**src/rtl/vga_timing_gen_pkg.sv**
```systemverilog
// Shared display timing definitions for the 1440x900 @ 60 Hz raster.
// The draw controller imports the colour and coordinate types from here too.
package vga_timing_pkg;

  typedef logic [3:0]  color_t;
  typedef logic [10:0] coord_t;

  localparam int unsigned VGA_H_ACTIVE = 1440;
  localparam int unsigned VGA_H_FP     = 80;
  localparam int unsigned VGA_H_SYNC   = 152;
  localparam int unsigned VGA_H_BP     = 232;

  localparam int unsigned VGA_V_ACTIVE = 900;
  localparam int unsigned VGA_V_FP     = 1;
  localparam int unsigned VGA_V_SYNC   = 3;
  localparam int unsigned VGA_V_BP     = 28;

  localparam bit VGA_H_SYNC_POL = 1'b0;
  localparam bit VGA_V_SYNC_POL = 1'b1;

  localparam int unsigned VGA_DRAW_LATENCY     = 1;
  localparam int unsigned VGA_MAX_DRAW_LATENCY = 4;

  // Every timing sum has to fit the 11-bit coordinate type.
  localparam int unsigned VGA_COORD_LIMIT = 2048;

  function automatic int unsigned h_total(input int unsigned a_active, input int unsigned a_fp,
                                          input int unsigned a_sync, input int unsigned a_bp);
    return a_active + a_fp + a_sync + a_bp;
  endfunction

  function automatic int unsigned v_total(input int unsigned a_active, input int unsigned a_fp,
                                          input int unsigned a_sync, input int unsigned a_bp);
    return a_active + a_fp + a_sync + a_bp;
  endfunction

endpackage

```
**src/rtl/vga_timing_gen_if.sv**
```systemverilog
// Bundle between the timing generator, the draw controller and the pin side.
interface vga_timing_gen_if;
  import vga_timing_pkg::*;

  color_t draw_r;
  color_t draw_g;
  color_t draw_b;
  coord_t curr_x;
  coord_t curr_y;
  color_t pix_r;
  color_t pix_g;
  color_t pix_b;
  logic   hsync;
  logic   vsync;
  logic   active;
  logic   frame_tick;

  modport master (
    input  draw_r, draw_g, draw_b,
    output curr_x, curr_y, pix_r, pix_g, pix_b, hsync, vsync, active, frame_tick
  );

  modport slave (
    output draw_r, draw_g, draw_b,
    input  curr_x, curr_y, pix_r, pix_g, pix_b, hsync, vsync, active, frame_tick
  );

endinterface

```
**src/rtl/vga_timing_gen_delay_line.sv**
```systemverilog
// Fixed-depth shift register with synchronous active-low clear.
// DEPTH = 0 degenerates to a wire so the caller needs no special case.
module vga_delay_line
  import vga_timing_pkg::*;
#(
  parameter int unsigned WIDTH = 3,
  parameter int unsigned DEPTH = 1
) (
  input  logic             i_clk,
  input  logic             i_rst,
  input  logic [WIDTH-1:0] i_data,
  output logic [WIDTH-1:0] o_data
);

  if (DEPTH == 0) begin : g_bypass
    logic w_unused;
    assign w_unused = i_clk ^ i_rst;
    assign o_data   = i_data;
  end else begin : g_pipe
    logic [WIDTH-1:0] r_stage [DEPTH];

    // Shift one stage per clock; clear wipes every stage so no stale flags survive reset.
    always_ff @(posedge i_clk) begin
      if (!i_rst) begin
        for (int i = 0; i < int'(DEPTH); i++) r_stage[i] <= '0;
      end else begin
        r_stage[0] <= i_data;
        for (int i = 1; i < int'(DEPTH); i++) r_stage[i] <= r_stage[i-1];
      end
    end

    assign o_data = r_stage[DEPTH-1];
  end

endmodule

```
**src/rtl/vga_timing_gen.sv**
```systemverilog
// Raster timing generator: issues coordinates to the draw controller, then
// re-aligns the returned colour with sync/visible flags at the output pins.
module vga_timing_gen
  import vga_timing_pkg::*;
#(
  parameter int unsigned H_ACTIVE     = VGA_H_ACTIVE,
  parameter int unsigned H_FP         = VGA_H_FP,
  parameter int unsigned H_SYNC       = VGA_H_SYNC,
  parameter int unsigned H_BP         = VGA_H_BP,
  parameter int unsigned V_ACTIVE     = VGA_V_ACTIVE,
  parameter int unsigned V_FP         = VGA_V_FP,
  parameter int unsigned V_SYNC       = VGA_V_SYNC,
  parameter int unsigned V_BP         = VGA_V_BP,
  parameter bit          H_SYNC_POL   = VGA_H_SYNC_POL,
  parameter bit          V_SYNC_POL   = VGA_V_SYNC_POL,
  parameter int unsigned DRAW_LATENCY = VGA_DRAW_LATENCY
) (
  input  logic             i_clk,
  input  logic             i_rst,
  vga_timing_gen_if.master io_vga
);

  localparam int unsigned H_TOTAL = h_total(H_ACTIVE, H_FP, H_SYNC, H_BP);
  localparam int unsigned V_TOTAL = v_total(V_ACTIVE, V_FP, V_SYNC, V_BP);

  localparam coord_t C_H_LAST     = coord_t'(H_TOTAL - 1);
  localparam coord_t C_V_LAST     = coord_t'(V_TOTAL - 1);
  localparam coord_t C_H_ACTIVE   = coord_t'(H_ACTIVE);
  localparam coord_t C_V_ACTIVE   = coord_t'(V_ACTIVE);
  localparam coord_t C_HS_START   = coord_t'(H_ACTIVE + H_FP);
  localparam coord_t C_HS_END     = coord_t'(H_ACTIVE + H_FP + H_SYNC);
  localparam coord_t C_VS_START   = coord_t'(V_ACTIVE + V_FP);
  localparam coord_t C_VS_END     = coord_t'(V_ACTIVE + V_FP + V_SYNC);

  if (H_TOTAL >= VGA_COORD_LIMIT || V_TOTAL >= VGA_COORD_LIMIT) begin : g_bad_total
    $error("vga_timing_gen: line or frame total does not fit 11 bits");
  end
  if (DRAW_LATENCY > VGA_MAX_DRAW_LATENCY) begin : g_bad_latency
    $error("vga_timing_gen: DRAW_LATENCY above supported maximum");
  end

  coord_t     r_h_cnt;
  coord_t     r_v_cnt;
  logic       w_h_wrap;
  logic       w_v_wrap;
  logic       w_vis;
  logic       w_hs;
  logic       w_vs;
  logic [2:0] w_flags_dly;
  color_t     r_pix_r;
  color_t     r_pix_g;
  color_t     r_pix_b;
  logic       r_hsync;
  logic       r_vsync;
  logic       r_active;
  logic       r_frame_tick;

  assign w_h_wrap = (r_h_cnt == C_H_LAST);
  assign w_v_wrap = (r_v_cnt == C_V_LAST);

  // Raster counters; both wrap on the same edge at the last pixel of the frame.
  always_ff @(posedge i_clk) begin
    if (!i_rst) begin
      r_h_cnt <= '0;
      r_v_cnt <= '0;
    end else if (w_h_wrap) begin
      r_h_cnt <= '0;
      r_v_cnt <= w_v_wrap ? '0 : r_v_cnt + coord_t'(1);
    end else begin
      r_h_cnt <= r_h_cnt + coord_t'(1);
    end
  end

  assign w_vis = (r_h_cnt < C_H_ACTIVE) && (r_v_cnt < C_V_ACTIVE);
  assign w_hs  = (r_h_cnt >= C_HS_START) && (r_h_cnt < C_HS_END);
  assign w_vs  = (r_v_cnt >= C_VS_START) && (r_v_cnt < C_VS_END);

  vga_delay_line #(
    .WIDTH (3),
    .DEPTH (DRAW_LATENCY)
  ) u_flag_dly (
    .i_clk  (i_clk),
    .i_rst  (i_rst),
    .i_data ({w_vis, w_hs, w_vs}),
    .o_data (w_flags_dly)
  );

  // Pin register: delayed flags meet the draw colour for the same coordinate.
  always_ff @(posedge i_clk) begin
    if (!i_rst) begin
      r_pix_r  <= '0;
      r_pix_g  <= '0;
      r_pix_b  <= '0;
      r_hsync  <= ~H_SYNC_POL;
      r_vsync  <= ~V_SYNC_POL;
      r_active <= 1'b0;
    end else begin
      r_pix_r  <= w_flags_dly[2] ? io_vga.draw_r : '0;
      r_pix_g  <= w_flags_dly[2] ? io_vga.draw_g : '0;
      r_pix_b  <= w_flags_dly[2] ? io_vga.draw_b : '0;
      r_hsync  <= w_flags_dly[1] ? H_SYNC_POL : ~H_SYNC_POL;
      r_vsync  <= w_flags_dly[0] ? V_SYNC_POL : ~V_SYNC_POL;
      r_active <= w_flags_dly[2];
    end
  end

  // Frame tick follows the issued counters, not the pins, so game logic gets the earliest notice.
  always_ff @(posedge i_clk) begin
    if (!i_rst) r_frame_tick <= 1'b0;
    else        r_frame_tick <= (r_h_cnt == '0) && (r_v_cnt == C_V_ACTIVE);
  end

  assign io_vga.curr_x     = r_h_cnt;
  assign io_vga.curr_y     = r_v_cnt;
  assign io_vga.pix_r      = r_pix_r;
  assign io_vga.pix_g      = r_pix_g;
  assign io_vga.pix_b      = r_pix_b;
  assign io_vga.hsync      = r_hsync;
  assign io_vga.vsync      = r_vsync;
  assign io_vga.active     = r_active;
  assign io_vga.frame_tick = r_frame_tick;

endmodule

```
**src/flat_wrapper.sv**
```systemverilog
// flat-port wrapper written by rule: the top's interface ports become plain ports
module vga_timing_gen_flat import vga_timing_pkg::*;
#(
  parameter int unsigned H_ACTIVE     = VGA_H_ACTIVE,
  parameter int unsigned H_FP         = VGA_H_FP,
  parameter int unsigned H_SYNC       = VGA_H_SYNC,
  parameter int unsigned H_BP         = VGA_H_BP,
  parameter int unsigned V_ACTIVE     = VGA_V_ACTIVE,
  parameter int unsigned V_FP         = VGA_V_FP,
  parameter int unsigned V_SYNC       = VGA_V_SYNC,
  parameter int unsigned V_BP         = VGA_V_BP,
  parameter bit          H_SYNC_POL   = VGA_H_SYNC_POL,
  parameter bit          V_SYNC_POL   = VGA_V_SYNC_POL,
  parameter int unsigned DRAW_LATENCY = VGA_DRAW_LATENCY
)
  (i_clk, i_rst, io_vga_draw_r, io_vga_draw_g, io_vga_draw_b, io_vga_curr_x, io_vga_curr_y, io_vga_pix_r, io_vga_pix_g, io_vga_pix_b, io_vga_hsync, io_vga_vsync, io_vga_active, io_vga_frame_tick);
  vga_timing_gen_if io_vga_i ();
  input  logic i_clk;
  input  logic i_rst;
  input wire logic [$bits(io_vga_i.draw_r)-1:0] io_vga_draw_r;
  input wire logic [$bits(io_vga_i.draw_g)-1:0] io_vga_draw_g;
  input wire logic [$bits(io_vga_i.draw_b)-1:0] io_vga_draw_b;
  output wire logic [$bits(io_vga_i.curr_x)-1:0] io_vga_curr_x;
  output wire logic [$bits(io_vga_i.curr_y)-1:0] io_vga_curr_y;
  output wire logic [$bits(io_vga_i.pix_r)-1:0] io_vga_pix_r;
  output wire logic [$bits(io_vga_i.pix_g)-1:0] io_vga_pix_g;
  output wire logic [$bits(io_vga_i.pix_b)-1:0] io_vga_pix_b;
  output wire logic [$bits(io_vga_i.hsync)-1:0] io_vga_hsync;
  output wire logic [$bits(io_vga_i.vsync)-1:0] io_vga_vsync;
  output wire logic [$bits(io_vga_i.active)-1:0] io_vga_active;
  output wire logic [$bits(io_vga_i.frame_tick)-1:0] io_vga_frame_tick;
  assign io_vga_i.draw_r = io_vga_draw_r;
  assign io_vga_i.draw_g = io_vga_draw_g;
  assign io_vga_i.draw_b = io_vga_draw_b;
  assign io_vga_curr_x = io_vga_i.curr_x;
  assign io_vga_curr_y = io_vga_i.curr_y;
  assign io_vga_pix_r = io_vga_i.pix_r;
  assign io_vga_pix_g = io_vga_i.pix_g;
  assign io_vga_pix_b = io_vga_i.pix_b;
  assign io_vga_hsync = io_vga_i.hsync;
  assign io_vga_vsync = io_vga_i.vsync;
  assign io_vga_active = io_vga_i.active;
  assign io_vga_frame_tick = io_vga_i.frame_tick;
  vga_timing_gen #(.H_ACTIVE(H_ACTIVE), .H_FP(H_FP), .H_SYNC(H_SYNC), .H_BP(H_BP), .V_ACTIVE(V_ACTIVE), .V_FP(V_FP), .V_SYNC(V_SYNC), .V_BP(V_BP), .H_SYNC_POL(H_SYNC_POL), .V_SYNC_POL(V_SYNC_POL), .DRAW_LATENCY(DRAW_LATENCY)) u_core (.i_clk(i_clk), .i_rst(i_rst), .io_vga(io_vga_i));
endmodule
```
**config.mk**
```make
export PLATFORM = sky130hd
export DESIGN_NAME = vga_timing_gen_flat
export DESIGN_NICKNAME = d
export VERILOG_FILES = /design/src/rtl/vga_timing_gen_pkg.sv /design/src/rtl/vga_timing_gen_if.sv /design/src/rtl/vga_timing_gen_delay_line.sv /design/src/rtl/vga_timing_gen.sv /design/src/flat_wrapper.sv
export SDC_FILE = /design/constraint.sdc
export NUM_CORES = 1
export LEC_CHECK = 0
export ABC_CLOCK_PERIOD_IN_PS = 1700
export BUFFER_PORTS_ARGS = -buffer_cell sky130_fd_sc_hd__buf_2
export CORE_MARGIN = 2
export CORE_UTILIZATION = 47
export CTS_BUF_LIST = sky130_fd_sc_hd__clkbuf_8
export CTS_CLUSTER_DIAMETER = 200
export CTS_CLUSTER_SIZE = 30
export DETAILED_ROUTE_END_ITERATION = 8
export GPL_TIMING_DRIVEN = 0
export PLACE_DENSITY = 0.77
export REMOVE_ABC_BUFFERS = 1
export SETUP_SLACK_MARGIN = 0.3
export SYNTH_ARGS = -nofsm -noshare
export SYNTH_HDL_FRONTEND = slang
export SYNTH_SLANG_ARGS = --single-unit
```
**constraint.sdc**
```tcl
create_clock -name i_clk -period 1.7 [get_ports i_clk]
set_input_delay 0.34 -clock i_clk [delete_from_list [all_inputs] [get_ports i_clk]]
set_output_delay 0.34 -clock i_clk [all_outputs]
set_load 0.005 [all_outputs]
```
==> flow_metrics.py, run 1 <==
metrics = {
    "sta": {
        "fin_skew_ns": 0.00569,
        "finalHoldViolCount": 0,
        "fin_crit_ns": 1.71,
        "final.setup.worst_slack_ns": -0.00819,
        "finalSetupViolations": 1,
        "hold_slack_ns": 0.283,
        "post-route-period-util_pct": 100,
        "slew_violations": 0,
        "tightestPinTransition_ns": 0.398,
        "slew_headroom_pct": 73.5,
        "rsz0062_at_grt": "true",
        "max_freq_mhz": 585,
        "fin_setup_tns_ns": -0.00819,
    },
    "grt": {
        "grt_max_degree": 27,
        "grt_usage_pct": 19.8,
        "antenna_found_initial": 0,
        "grt_pass1_wl_um": 6340,
        "grt-ovfl-total": 0,
        "grt_pass1_vias": 1401,
    },
    "worst_setup_path": {
        "cp-start-kind": "register",
        "crit_arrival_ns": 1.94,
        "path_cells": "ha_4 > nand2_2 > or4_4 > or4_1 > a21oi_1",
        "reg2reg_depth": 5,
        "crit_buf_inv": 0,
        "critPathRequiredTime_ns": 1.93,
        "worstSetupEndpoint": "u_core.io_vga.curr_y[10]",
        "cp-startpoint": "u_core.io_vga.curr_y[1]",
        "cp.depth": 5,
        "timing.rr.start": "u_core.io_vga.curr_y[1]",
        "crit_type": "reg -> reg",
        "crit_family": "simple AND/OR/NAND/NOR gates",
        "regToRegSetupSlack_ns": -0.008,
        "r2r_end": "u_core.io_vga.curr_y[10]",
        "path_max_fanout": 6,
        "max_stage_delay_ns": 0.57,
        "endpoint_kind": "register",
        "cp_slowest_cell": "or4_4",
    },
    "clocking": {
        "cts_made_buffers": 5,
        "cts_root_buf": "clkbuf_8",
        "numClockSinks": 41,
        "worstSkewPairLatency_ns": 0.30,
        "path_clk_slew_ns": 0.08,
        "cts_tree": "yes",
        "clockBufferDepth": 2,
        "htreeDepth": 2,
    },
    "flow_run": {
        "maxCapViolCount": 0,
    },
    "floorplan": {
        "core-area_um2": 3420,
        "num_rows": 21,
        "num_io_pins": 52,
        "die_x_um": 64.1,
        "dieArea_um2": 4110,
        "start_util_pct": 49.7,
        "die_y_um": 64.1,
    },
    "status": {
        "status": "finished with violations",
        "violations": "negative setup slack",
    },
    "worst_hold_path": {
        "min_path_type": "in -> reg",
    },
    "route": {
        "routedWlPerCell_um": 13.4,
        "wirelength_um": 3900,
        "ant_nets": 0,
        "first_iter_violations": 54,
        "drc": 0,
        "dr.pass1.iters": 4,
        "route.vias.total": 1554,
        "via_per_inst": 5.34,
    },
    "yosys": {
        "synth.distinct_cells": 38,
        "netlist_instances": 180,
        "ys_warn_count": 0,
        "synth_area_um2": 1700,
        "syn_area_per_cell_um2": 9.43,
        "yosysSeqAreaShare_pct": 48.3,
        "synth_seq_cells": 41,
    },
    "layout": {
        "fin_nets": 263,
        "syn_to_final_growth_pct": 35.0,
        "antenna_cells": 0,
        "drive_gt1_share_pct": 43.7,
    },
    "power_and_ir_drop": {
        "totalPowerFinal_w": 0.00169,
        "p_per_area_nw_per_um2": 738,
        "irDropWorstVdd_uv": 401,
        "p_leak_nw": 1.10,
    },
    "placement": {
        "place_congestion": 0.769,
        "dp.final_hpwl_um": 2360,
        "numPortBuffers": 51,
    },
}
per-stage QoR:
step	instances	utilization, %	cell area (um2)	worst slack, ns
final	291	67.1	2290	-0.00819
after floorplan	171	-	1660	-0.193
after global routing	291	67.1	2290	-0.0657
after CTS	289	65.6	2240	0.00554
after global placement	268	57.8	1970	-0.279
after detailed placement	268	57.8	1970	-0.337
worst min path at each step:
stage,depth (start not counted),to,from
floorplan,1,u_core.io_vga.hsync,u_core.u_flag_dly.g_pipe.r_stage[0][1]
global placement,1,u_core.io_vga.hsync,u_core.u_flag_dly.g_pipe.r_stage[0][1]
detailed placement,1,u_core.io_vga.hsync,u_core.u_flag_dly.g_pipe.r_stage[0][1]
CTS,2,u_core.io_vga.pix_r[1],io_vga_draw_r[1]
global route,2,u_core.io_vga.pix_r[1],io_vga_draw_r[1]
finish,2,u_core.io_vga.pix_r[1],io_vga_draw_r[1]
state kept, by name, summed over array words and instances, names as in the netlist:
signal and cells:
u_core.io_vga.curr_y 11, u_core.io_vga.active 1, u_core.io_vga.vsync 1, u_core.io_vga.hsync 1, u_core.io_vga.pix_r 4, u_core.io_vga.curr_x 11, u_core.io_vga.pix_b 4, u_core.u_flag_dly.g_pipe.r_stage 3
u_core.io_vga.frame_tick 1, u_core.io_vga.pix_g 4
cells in the final DEF (no fill, tap or decap), drive strengths merged:
cell,synthesis,layout
nand4,5,5
o21ai,9,10
or4,3,3
or3,6,6
a21oi,7,7
or4b,1,1
nor2,13,13
buf,2,65
nor2b,2,2
nand2b,1,1
and4b,1,1
nand3b,2,2
xnor2,4,4
and2,4,4
dfxtp,41,41
nand2,10,10
nor4,4,4
inv,6,6
xor2,8,8
o211a,1,1
nor4b,1,1
clkinv,0,2
nand3,11,11
nor3,4,4
and3,15,15
ha,5,5
o31ai,1,1
clkinvlp,0,1
and4,3,3
nand4b,1,1
a21boi,2,2
clkbuf,7,5
cell families (layout without fill, tap and decap cells):
logic type	count (synthesis)	count (layout)	synth area share [%]
XOR/XNOR	12	12	6.19
AND/OR/NAND/NOR	87	87	31.4
flip-flops	41	41	48.3
AO/OA/AOI/OAI	20	21	6.85
adder cells (fa/ha/maj)	5	5	3.68
buffers and inverters	15	79	3.54
timing repair:
item | 4_1_cts | 5_1_grt
gates cloned | 1 | 0
gates resized for setup | 29 | 10
buffers inserted | 12 | 2
endpoints found under the setup margin | 21 | 24
pin swaps | 4 | 5
hold buffers | 0 | 0
cells in the mapped netlist:
cell type,number,area [um2]
a21boi_0,2,15.0
a21oi_1,7,35.0
and2_1,3,18.8
and2_2,1,7.51
and3_1,15,93.8
and4_1,2,17.5
and4_2,1,10.0
and4b_1,1,10.0
buf_2,2,10.0
clkbuf_1,6,22.5
clkbuf_2,1,5.00
dfxtp_1,41,821
ha_1,5,62.6
inv_1,6,22.5
nand2_1,10,37.5
nand2b_1,1,6.26
nand3_1,10,50.1
nand3_4,1,17.5
nand3b_1,1,7.51
nand3b_2,1,11.3
nand4_1,5,31.3
nand4b_4,1,23.8
nor2_1,13,48.8
nor2b_1,2,12.5
nor3_1,4,20.0
nor4_1,4,25.0
nor4b_1,1,8.76
o211a_1,1,10.0
o21ai_0,8,40.0
o21ai_2,1,8.76
o31ai_1,1,7.51
or3_1,5,31.3
or3_2,1,7.51
or4_1,2,15.0
or4_4,1,11.3
or4b_2,1,10.0
xnor2_1,4,35.0
xor2_1,8,70.1
layer usage:
metal / track usage [%] / vias to the layer above / wire length, um
li1: - / 763 / -
met1: 23.4 / 715 / 1660
met2: 32.7 / 69 / 1860
met3: 6.51 / 7 / 304
met4: 8.51 / 0 / 80
met5: 0 / - / 0
layout make-up:
cell class	count	area, um2
clock buffers	5	68.8
clock inverters	3	17.5
fillers	294	1120
inverters	6	22.5
multi-input cells	125	905
flip-flops and latches	41	861
well taps	46	57.6
repair buffers	65	360
report_power, final:
part / internal [W] / switching [W] / total [W]
logic: 0.0000489 / 0.0000432 / 0.0000921
registers: 0.000967 / 0.0000137 / 0.000981
clock network: 0.000283 / 0.000336 / 0.000619
total: 0.00130 / 0.000393 / 0.00169
No activity file was read; power rests on OpenSTA's default activity.
==> inputs of run 2 (changes only) <==
Settings changed: CORE_UTILIZATION 47 to 33, PLACE_DENSITY 0.77 to default.
==> run 2 against run 1 <==
  * The run still ends with negative setup slack left
  * Worst setup slack worse by 0.0061 ns
  * Largest cell class unchanged
  * Routed wire length up 4.9%
  * Non-clock buffer count up 5
  * Power up 11%
  * Final cell count up 10%
==> flow_metrics.py, run 2 (synthesized netlist as in run 1, its figures left out) <==
metrics = {
    "placement": {
        "dp.final_hpwl_um": 2510,
        "place_area_um2": 2000,
        "place_congestion": 0.737,
        "numPortBuffers": 51,
    },
    "worst_setup_path": {
        "reg2reg_depth": 5,
        "max_stage_delay_ns": 0.56,
        "crit_type": "reg -> reg",
        "endpoint_kind": "register",
        "regToRegSetupSlack_ns": -0.01,
        "cp_slowest_cell": "or4_4",
        "timing.rr.start": "u_core.io_vga.curr_y[1]",
        "path_cells": "ha_4 > nand2_2 > or4_4 > or4_1 > a21oi_1",
        "r2r_end": "u_core.io_vga.curr_y[10]",
        "cp-start-kind": "register",
        "path_max_fanout": 5,
        "critPathRequiredTime_ns": 1.92,
        "crit_family": "simple AND/OR/NAND/NOR gates",
        "crit_buf_inv": 0,
        "crit_arrival_ns": 1.93,
    },
    "clocking": {
        "cts_made_buffers": 5,
        "cts_tree": "yes",
        "numClockSinks": 41,
        "clockBufferDepth": 2,
        "htreeDepth": 2,
        "worstSkewPairLatency_ns": 0.29,
        "path_clk_slew_ns": 0.08,
        "cts_root_buf": "clkbuf_8",
    },
    "route": {
        "via_per_inst": 4.90,
        "ant_nets": 0,
        "top_layer": "met4",
        "wirelength_um": 4100,
        "routedWlPerCell_um": 12.8,
        "dr.pass1.iters": 4,
        "first_iter_violations": 57,
        "wl_met2_um": 1970,
        "drc": 0,
        "route.vias.total": 1568,
        "wl_met1_um": 1860,
        "wl_met3_um": 214,
    },
    "layout": {
        "fillCellCount": 480,
        "final_cell_mix": "buf_2, dfxtp_1, buf_4",
        "fin_nets": 268,
        "final_common_cell": "buf_2",
        "drive_gt1_share_pct": 45.6,
        "stdcell_area_um2": 2420,
        "multi_input_area_um2": 931,
        "regArea_um2": 858,
        "antenna_cells": 0,
        "syn_to_final_growth_pct": 42.8,
    },
    "power_and_ir_drop": {
        "p_leak_nw": 1.16,
        "irDropWorstVdd_uv": 333,
        "p_per_area_nw_per_um2": 775,
    },
    "status": {
        "violations": "negative setup slack",
        "status": "finished with violations",
    },
    "worst_hold_path": {
        "hold_depth": 2,
        "min-delay-start": "io_vga_draw_r[0]",
        "min_path_type": "in -> reg",
        "holdPathEnd": "u_core.io_vga.pix_r[0]",
    },
    "sta": {
        "finalHoldViolCount": 0,
        "fin_setup_tns_ns": -0.0143,
        "fin_crit_ns": 1.71,
        "fin_skew_ns": 0.00696,
        "finalSetupViolations": 1,
        "tightestPinTransition_ns": 0.445,
        "max_freq_mhz": 583,
        "hold_slack_ns": 0.288,
        "slew_headroom_pct": 70.4,
        "slew_violations": 0,
        "final.setup.worst_slack_ns": -0.0143,
        "post-route-period-util_pct": 101,
        "rsz0062_at_grt": "true",
    },
    "grt": {
        "grt_max_degree": 27,
        "grt_pass1_vias": 1457,
        "antenna_found_initial": 0,
        "grt_usage_pct": 14.8,
        "grt_pass1_wl_um": 6500,
        "grt-ovfl-total": 0,
    },
    "floorplan": {
        "num_io_pins": 52,
        "start_util_pct": 33.7,
        "die_x_um": 75.7,
        "dieArea_um2": 5740,
        "num_rows": 26,
        "core-area_um2": 5040,
        "die_y_um": 75.7,
    },
    "flow_run": {
        "maxCapViolCount": 0,
    },
}
-- run 2: cell count changes in the layout (fill, tap and decap cells not counted), sizes merged --
cell | before | now
clkinvlp | 1 | 0
clkinv | 2 | 0
inv | 6 | 7
buf | 65 | 70
clkbuf | 5 | 6
bufinv | 0 | 1
-- run 2: metal layers --
metal  up-vias  GRT usage [%]
met3         4           3.17
li1        778              -
met5         -              0
met2        47           25.3
met1       739           17.7
met4         0           7.02
-- run 2: power by group --
part | leakage, nW | switching (W) | internal, W
combinational | 0.754 | 0.0000428 | 0.0000486
sequential | 0.342 | 0.0000137 | 0.000969
clock | 0.0626 | 0.000332 | 0.000473
total | 1.16 | 0.000388 | 0.00149
-- run 2: stage by stage --
stage,total power [W],setup slack (ns),utilization [%],std cells
3_3_place_gp,0.00109,-0.306,39.7,292
3_5_place_dp,0.00109,-0.330,39.7,292
2_1_floorplan,0.00105,-0.193,-,171
6_report,0.00188,-0.0143,48.1,320
4_1_cts,0.00190,0.00310,46.4,317
5_1_grt,0.00196,-0.0492,48.1,320
-- run 2: timing repair --
item | CTS | global route
hold buffers | 0 | 0
buffers inserted | 16 | 3
gates resized for setup | 31 | 14
gates cloned | 1 | 0
pin swaps | 9 | 5
endpoints found under the setup margin | 21 | 25
hold endpoints to repair | 0 | 0
-- run 2: worst max-delay path by stage --
stage | from | to | slack, ns | depth (start not counted)
3_3_place_gp | u_core.io_vga.curr_x[0] | u_core.io_vga.curr_y[5] | -0.31 | 5
6_report | u_core.io_vga.curr_y[1] | u_core.io_vga.curr_y[10] | -0.01 | 5
3_5_place_dp | u_core.io_vga.curr_x[0] | u_core.io_vga.curr_y[7] | -0.33 | 5
5_1_grt | u_core.io_vga.curr_y[1] | u_core.io_vga.curr_y[10] | -0.05 | 5
4_1_cts | u_core.io_vga.curr_y[0] | u_core.io_vga.curr_y[5] | 0.003 | 5
2_1_floorplan | u_core.io_vga.curr_x[0] | u_core.io_vga.curr_y[10] | -0.19 | 5
-- run 2: layout make-up --
type / count / share of cell area [%]
clock buffers: 6 / 3.41
clock inverters: 2 / 1.39
inverters: 6 / 0.929
multi-input cells: 125 / 38.4
flip-flops and latches: 41 / 35.4
well taps: 70 / 3.61
repair buffers: 70 / 16.9
